## src/rtl/gen_arb_wrr_top.sv

```systemverilog
// Weighted round-robin arbiter with registered one-hot grants and per-beat credit accounting.
// Latency: request to grant 1 cycle; release to next grant 0 idle cycles (back-to-back reload).
// Backpressure: gnt_ack=0 holds the grant and its credits; a withdrawn request releases without consuming a beat.
//
// Ports:
//   clk      - clock, all state updates on rising edge
//   rst_n    - asynchronous reset, asserted HIGH despite the name (legacy port name)
//   rqsts    - level-sensitive request bus, one bit per requester
//   wghts    - packed per-requester weights, requester i at [i*CRD_W +: CRD_W], 0 treated as 1
//   gnt_ack  - resource accepted one beat from the current grantee (ignored while idle)
//   grnts    - registered one-hot grant or all zeros
//   gnt_vld  - registered, equals |grnts
//   gnt_idx  - registered binary index of grantee, holds last value while idle

module gen_arb_wrr_top #(
   parameter int WID   = 8,
   parameter int CRD_W = 4,
   parameter int IDX_W = (WID > 1) ? $clog2(WID) : 1
) (
   input  logic                 clk,
   input  logic                 rst_n,
   input  logic [WID-1:0]       rqsts,
   input  logic [WID*CRD_W-1:0] wghts,
   input  logic                 gnt_ack,
   output logic [WID-1:0]       grnts,
   output logic                 gnt_vld,
   output logic [IDX_W-1:0]     gnt_idx
);

   localparam logic [0:0] ST_IDLE  = 1'b0;
   localparam logic [0:0] ST_GRANT = 1'b1;

   // State
   logic [0:0]       r_state;
   logic [WID-1:0]   r_mask;
   logic [CRD_W-1:0] r_crd_cnt;
   logic [IDX_W-1:0] r_cur;
   logic [WID-1:0]   r_grnts;
   logic             r_gnt_vld;

   // Combinational
   logic             w_cur_req;
   logic             w_crd_last;
   logic             w_release;
   logic [WID-1:0]   w_mask_rel;
   logic [WID-1:0]   w_mask_use;
   logic [WID-1:0]   w_masked;
   logic [IDX_W-1:0] w_pick_msk;
   logic [IDX_W-1:0] w_pick_base;
   logic [IDX_W-1:0] w_pick;
   logic             w_pick_vld;
   logic [CRD_W-1:0] w_wght;
   logic [CRD_W-1:0] w_load_crd;

   assign w_cur_req  = rqsts[r_cur];
   assign w_crd_last = (r_crd_cnt == CRD_W'(1));

   // Release when the requester withdrew (ack or not), or when the last credit is acked.
   assign w_release = (r_state == ST_GRANT) && (!w_cur_req || (gnt_ack && w_crd_last));

   // Priority after release rotates to the requesters strictly above the current grantee.
   always_comb begin
      w_mask_rel = '0;
      for (int i = 0; i < WID; i++) begin
         w_mask_rel[i] = (i > int'(r_cur));
      end
   end

   // The releasing cycle arbitrates with the mask it is about to write, so the
   // next grantee loads on the same edge without an idle cycle.
   assign w_mask_use = w_release ? w_mask_rel : r_mask;
   assign w_masked   = rqsts & w_mask_use;
   assign w_pick_vld = |rqsts;

   // Two lowest-set-bit encoders; scanning downward lets the lowest index win.
   always_comb begin
      w_pick_msk  = '0;
      w_pick_base = '0;
      for (int i = WID - 1; i >= 0; i--) begin
         if (w_masked[i]) begin
            w_pick_msk = IDX_W'(i);
         end
         if (rqsts[i]) begin
            w_pick_base = IDX_W'(i);
         end
      end
   end

   // Fall back to base priority when nothing above the last grantee is requesting.
   assign w_pick = (|w_masked) ? w_pick_msk : w_pick_base;

   always_comb begin
      w_wght = '0;
      for (int i = 0; i < WID; i++) begin
         if (w_pick == IDX_W'(i)) begin
            w_wght = wghts[i*CRD_W +: CRD_W];
         end
      end
   end

   assign w_load_crd = (w_wght == '0) ? CRD_W'(1) : w_wght;

   always_ff @(posedge clk or posedge rst_n) begin
      if (rst_n) begin
         r_state   <= ST_IDLE;
         r_mask    <= '1;
         r_crd_cnt <= '0;
         r_cur     <= '0;
         r_grnts   <= '0;
         r_gnt_vld <= 1'b0;
      end else begin
         case (r_state)
            ST_IDLE: begin
               if (w_pick_vld) begin
                  r_state   <= ST_GRANT;
                  r_grnts   <= WID'(1) << w_pick;
                  r_gnt_vld <= 1'b1;
                  r_cur     <= w_pick;
                  r_crd_cnt <= w_load_crd;
               end
            end
            ST_GRANT: begin
               if (w_release) begin
                  r_mask <= w_mask_rel;
                  if (w_pick_vld) begin
                     // Weight is sampled only here, so mid-grant weight changes wait for the next load.
                     r_grnts   <= WID'(1) << w_pick;
                     r_gnt_vld <= 1'b1;
                     r_cur     <= w_pick;
                     r_crd_cnt <= w_load_crd;
                  end else begin
                     r_state   <= ST_IDLE;
                     r_grnts   <= '0;
                     r_gnt_vld <= 1'b0;
                  end
               end else if (gnt_ack) begin
                  r_crd_cnt <= r_crd_cnt - CRD_W'(1);
               end
            end
            default: begin
               r_state   <= ST_IDLE;
               r_grnts   <= '0;
               r_gnt_vld <= 1'b0;
            end
         endcase
      end
   end

   assign grnts   = r_grnts;
   assign gnt_vld = r_gnt_vld;
   // The grantee index register doubles as the output; it is only written on a load.
   assign gnt_idx = r_cur;

endmodule
```

## config.mk

```make
export PLATFORM = sky130hd
export DESIGN_NAME = gen_arb_wrr_top
export DESIGN_NICKNAME = d
export VERILOG_FILES = /design/src/rtl/gen_arb_wrr_top.sv
export SDC_FILE = /design/constraint.sdc
export NUM_CORES = 1
export LEC_CHECK = 0
export BUFFER_PORTS_ARGS = -buffer_cell sky130_fd_sc_hd__buf_2
export CAP_MARGIN = 20
export CORE_MARGIN = 4
export CORE_UTILIZATION = 30
export DETAILED_ROUTE_END_ITERATION = 10
export PLACE_DENSITY = 0.51
export SLEW_MARGIN = 20
export SYNTH_ARGS = -nofsm -noshare
export SYNTH_HDL_FRONTEND = slang
export SYNTH_SLANG_ARGS = --single-unit
```

## constraint.sdc

```tcl
create_clock -name clk -period 5.2 [get_ports clk]
set_clock_uncertainty 0.15 [all_clocks]
set_input_delay 0.26 -clock clk [delete_from_list [all_inputs] [get_ports clk]]
set_output_delay 0.26 -clock clk [all_outputs]
set_load 0.005 [all_outputs]
```

Word level (Yosys, flattened, before mapping)

Cells that the tools add are included.

Register bits: 25
Bits of input ports: 43
Output and inout port bits: 12
Logic and storage cells: 84

Add/sub/neg operators: 1
Magnitude comparators: 8
Equal/unequal tests: 11
Shift-type cells: 1
Muxes and demuxes: 46
Bitwise gates (word level): 2
Reduce and logical (&&, ||, !) cells: 9

Operators by type and width:

| cell                | number |
|---|---|
| $mux 3              | 19 |
| $mux 4              | 12 |
| $mux 8              | 4 |
| $pmux 8 s2          | 1 |
| $reduce_or 8->1     | 2 |
| $eq 3x3->1 const B  | 4 |
| $gt 3x3->1 const A  | 4 |
| $and 8x8->8         | 1 |
| $pmux 4 s2          | 1 |
| $shl 1x3->8 const A | 1 |
| $eq 3x2->1 const B  | 2 |
| $gt 2x3->1 const A  | 2 |
| $pmux 3 s2          | 1 |
| $mux 1              | 5 |
| $eq 4x1->1 const B  | 1 |
| $logic_not 4->1     | 1 |
| $lt 3x4->1 const B  | 1 |
| $pmux 1 s2          | 2 |
| $sub 4x1->4 const B | 1 |
| $bmux 1 s3          | 1 |
| $eq 3x1->1 const B  | 1 |
| $gt 1x3->1 const A  | 1 |
| $logic_not 3->1     | 1 |
| $ne 3x2->1 const B  | 1 |
| 7 further kinds     | 8 |

Longest topological paths before layout

Word-level depth: 30
Gate-level depth with buffers: 15
Mapped depth without buffers: 13

Least setup slack after synthesis

Ideal clock, no wire load.

Kind: register to register
Start: register r_crd_cnt[1]
End: register r_crd_cnt[0]
Library setup time: 0.120 ns
Data arrival time: 2.847 ns
Data required time: 4.930 ns
Slack: 2.082 ns
Cell stages (with the launch flop): 14
Path buffers: 1
Clock period less this slack: 3.118 ns
Cell sequence: dfrtp_1 > inv_1 > ha_1 > nand4bb_1 > clkbuf_1 > and3_1 > a221oi_4 > nand4_4 > nor4b_4 > o21ai_2 > and3_4 > a2111oi_4 > o31ai_1 > a41o_1

Word-level cells in the longest chain between the ends: 29
Elaborated cells on any way between the ends: 38
Those cells by class: 9 x eq/ne; 22 x mux; 1 x bitwise; 6 x reduce/logical

Ends and longest elaborated chain:

| what                     | RTL line | text |
|---|---|---|
| start: declaration       | 36       | `logic [CRD_W-1:0] r_crd_cnt;` |
| start signal: assignment | 119      | `r_crd_cnt <= w_load_crd;` |
| start signal: assignment | 130      | `r_crd_cnt <= w_load_crd;` |
| start signal: assignment | 137      | `r_crd_cnt <= r_crd_cnt - CRD_W'(1);` |
| $eq 4x1->1 *             | 56       | `assign w_crd_last = (r_crd_cnt == CRD_W'(1));` |
| $logic_and 1x1->1 *      | 59       | `assign w_release = (r_state == ST_GRANT) && (!w_cur_req \|\| (gnt_ack && w_crd_last));` |
| $logic_or 1x1->1 *       | 59       |  |
| $logic_and 1x1->1 *      | 59       |  |
| $mux 8                   | --       |  |
| $and 8x8->8              | 72       | `assign w_masked = rqsts & w_mask_use;` |
| $mux 3 (8 in a row)      | 80       | `if (w_masked[i]) begin` |
| $mux 3                   | 90       | `assign w_pick = (\|w_masked) ? w_pick_msk : w_pick_base;` |
| $logic_not 3->1          | 95       | `if (w_pick == IDX_W'(i)) begin` |
| $mux 4 (8 in a row)      | 95       |  |
| $logic_not 4->1          | 101      | `assign w_load_crd = (w_wght == '0) ? CRD_W'(1) : w_wght;` |
| $mux 4                   | 101      |  |
| $mux 4                   | 114, 125 |  |
| $mux 4                   | 123      | `if (w_release) begin` |
| $pmux 4 s2               | 112      | `case (r_state)` |

Mark *: on every way between the ends. The rest lies on a longest branch, timed or not.
A chain may end at the register's enable or synchronous reset.

Worst setup path in the final report

Same ends and word-level chain as after synthesis.

==> flow_summary_export.csv <==
group,metric,value,unit
setup_path,cp.required,5.22,ns
drt,drt_pre_antenna_iters,4,
global_routing,track_usage,15.07,%
synth,syn-mean-instance-area,8.836,sq um
synth,synth_edf_count,0,
setup_path,reg2reg_slack,1.45,ns
timing,timing.final.ws_setup,1.445,ns
drt,postRouteAntennaNets,0,
synth,synth.yosys.warnings,0,
timing,rsz0062_at_grt,"false",
synth,ys_types,65,
cts,htreeDepth,1,
cts,clk_pin_slew_worst_paths,0.09,ns
power_and_ir_drop,vdd_ir_drop_max,0.2247,mV
synth,synth_area_leaders,"dfrtp_1, dfstp_2, a21oi_1, nand2_1, mux2i_1",
synth,syn_area,2138,sq um
synth,synth-seq-cells,25,
synth,synthCells,242,
timing,final-setup-viol-count,0,
timing,tightest_slew,0.9646,ns
drt,vias,2036,
synth,syn_nets,287,
floorplan,fp.coreArea,6869,sq um
placement,gp_congestion,0.8335,
setup_path,crit_start,"r_crd_cnt[1]",
cts,cts_tree,"done",
power_and_ir_drop,power.density,769.6,nW/um^2
global_routing,grt_pass1_wl,10.39,mm
floorplan,die_w,92.43,microns
synth,synth_common_cells,"a21oi_1, nand2_1, dfrtp_1, o21ai_0, nor2_1",
synth,synth_top_area_share,19.89,%
drt,routed_wl,6.459,mm
power_and_ir_drop,p_leak,1.121,nW
drt,drtIter0Drc,201,
cts,cts_buffer_depth,2,
drt,post_drt_wl_per_cell,16.65,microns
synth,synth_top_family_by_area,"compound AO/OA/AOI/OAI gates",
timing,finalCriticalPeriod,3.755,ns
setup_path,crit_arrival,3.78,ns
floorplan,dieArea,8542,sq um
hold_path,hp-start,"gnt_ack",
hold_path,hp-class,"in2reg",
timing,final.setup.tns,0,ns
timing,finalHoldViolCount,0,
job,max-cap-violations,0,
timing,max_slew_margin,35.01,%
cts,clockRootBuffer,"clkbuf_8",
setup_path,path_max_fanout,10,
drt,viasPerCell,5.247,
cts,cts_setup_buffers,0,
setup_path,crit_type,"reg2reg",
setup_path,end_kind,"flip-flop",
final_layout,diodes,0,
synth,yosys.area.top_type,"dfrtp_1",
synth,synth_xor_area_share,0,%
floorplan,ios,55,
outcome,status,"completed",
placement,placed_area,2482,sq um
global_routing,antenna_found_initial,0,
floorplan,die_h,92.43,microns
final_layout,area_delta_synth_final,20.01,%
final_layout,drive_above_1_share,32.19,%
synth,yosysSeqAreaShare,29.72,%
cts,cts_made_buffers,3,
drt,drc,0,
synth,synthFlopType,"dfrtp_1",
hold_path,holdPathStages,3,
cts,clock-sinks,25,
setup_path,cp-start-kind,"flip-flop",
setup_path,worst_r2r_startpoint,"r_crd_cnt[1]",
placement,dp_hpwl,5.020,mm
global_routing,grt_pass1_vias,1971,
synth,synthMuxAreaShare,7.607,%
timing,fmax,0.2663,GHz
synth,synth-adder-area-share,1.170,%
floorplan,rows,30,
final_layout,fin_area,2566,sq um
floorplan,start_util,31.13,%
cts,clk-insertion-delay-late,0.28,ns
placement,port_buffers,54,
synth,synth_compound_area_share,33.65,%
synth,yosys.area_share.simple,23.41,%
global_routing,gr-total-overflow,0,
final_layout,fin_nets,338,
placement,dpl_worst_slack,1.501,ns
timing,fin_crit_sh,72.21,%
timing,drv_slew,0,
synth,synthArstFlopShare,100.0,%
global_routing,grt_max_degree,26,
setup_path,rr_worst_depth,12,
==> report_power, final <==
group | total (mW) | internal (mW) | switching [mW]
logic | 1.47 | 0.608 | 0.857
clock network | 0.121 | 0.0538 | 0.0673
registers | 0.388 | 0.298 | 0.0898
total | 1.97 | 0.960 | 1.01
==> worst paths after layout <==
check                                to
hold / removal             r_crd_cnt[1]
setup reg to reg           r_crd_cnt[0]
setup / recovery           r_crd_cnt[0]
max in group asynchronous     r_mask[2]
min in group asynchronous      grnts[7]
hold reg to reg               r_mask[2]
==> critical path, cell delays in order, from the launching register on <==
cell and delay (ns):
dfrtp_1 0.38, inv_1 0.10, ha_1 0.17, nand4bb_1 0.39, o41ai_1 0.71, a221oi_4 0.18, nor2b_1 0.18, a31oi_1 0.26
o21ai_2 0.22, and3_4 0.25, a2111oi_4 0.31, o31ai_1 0.13, a41o_1 0.21
==> cell usage in the layout (no fill, tap or decap), drive strengths merged, types with 2 or more instances in the layout <==
| cell type | instances |
|---|---|
| buf | 57 |
| nand2 | 24 |
| a21oi | 24 |
| o21ai | 18 |
| dfrtp | 17 |
| nor2 | 12 |
| inv | 9 |
| nand3 | 9 |
| mux2i | 8 |
| dfstp | 8 |
| nor3 | 7 |
| and3 | 7 |
| a22o | 6 |
| o211ai | 6 |
| mux2 | 5 |
| a211oi | 5 |
| o22ai | 5 |
| nand2b | 4 |
| and2 | 4 |
| nor2b | 4 |
| nand4 | 4 |
| a221oi | 4 |
| o31ai | 3 |
| clkbuf | 3 |
| nor4 | 2 |
| o22a | 2 |
| or3 | 2 |
| a31oi | 2 |
| a21o | 2 |
| a32o | 2 |
| o21a | 2 |
| nor3b | 2 |
| a222oi | 2 |
| ha | 2 |
| a21boi | 2 |
==> what timing repair did <==
action / CTS / global route
hold buffers: 0 / 1
endpoints found under the hold margin: 0 / 8
gates resized for setup: 0 / 0
==> layer usage <==
metal  vias to the layer above  GRT usage [%]  part of all wire [%]
li1                       1032              -                     -
met1                       950          22.07                    48
met4                         0          3.342                  0.88
met3                         4          1.462                   4.9
met2                        50          23.87                    46
met5                         -              0                     0
==> logic make-up after synthesis <==
| logic type | count (synthesis) |
|---|---|
| AND/OR/NAND/NOR | 87 |
| multiplexers | 14 |
| adder cells (fa/ha/maj) | 2 |
| flip-flops | 25 |
| buffers and inverters | 21 |
| AO/OA/AOI/OAI | 93 |
==> area by class of cell <==
cell class                      count  area [sq um]
Sequential cell                    25         635.6
Tap cell                           96         120.1
Inverter                            9         33.78
Clock buffer                        3         41.29
Multi-Input combinational cell    196          1408
Clock inverter                      1         5.005
Fill cell                         746          4303
Timing Repair Buffer               58         322.8
==> stage by stage <==
stage               util [%]  hold WS (ns)  power [mW]  cells
global placement       36.14        0.3270       1.867    382
floorplan                  -        0.1314       1.508    242
global route           37.36        0.2685       2.164    388
detailed placement     36.14        0.3306       1.861    382
CTS                    36.81       0.09203       1.988    386
finish                 37.36        0.2347       1.975    388
==> sequential cells by signal, indices dropped and copies added, names as in the netlist <==
name and cells:
grnts 8, r_mask 8, r_crd_cnt 4, gnt_idx 3
gnt_vld 1, r_state 1
Note: power is estimated with default switching activity, not from simulation.
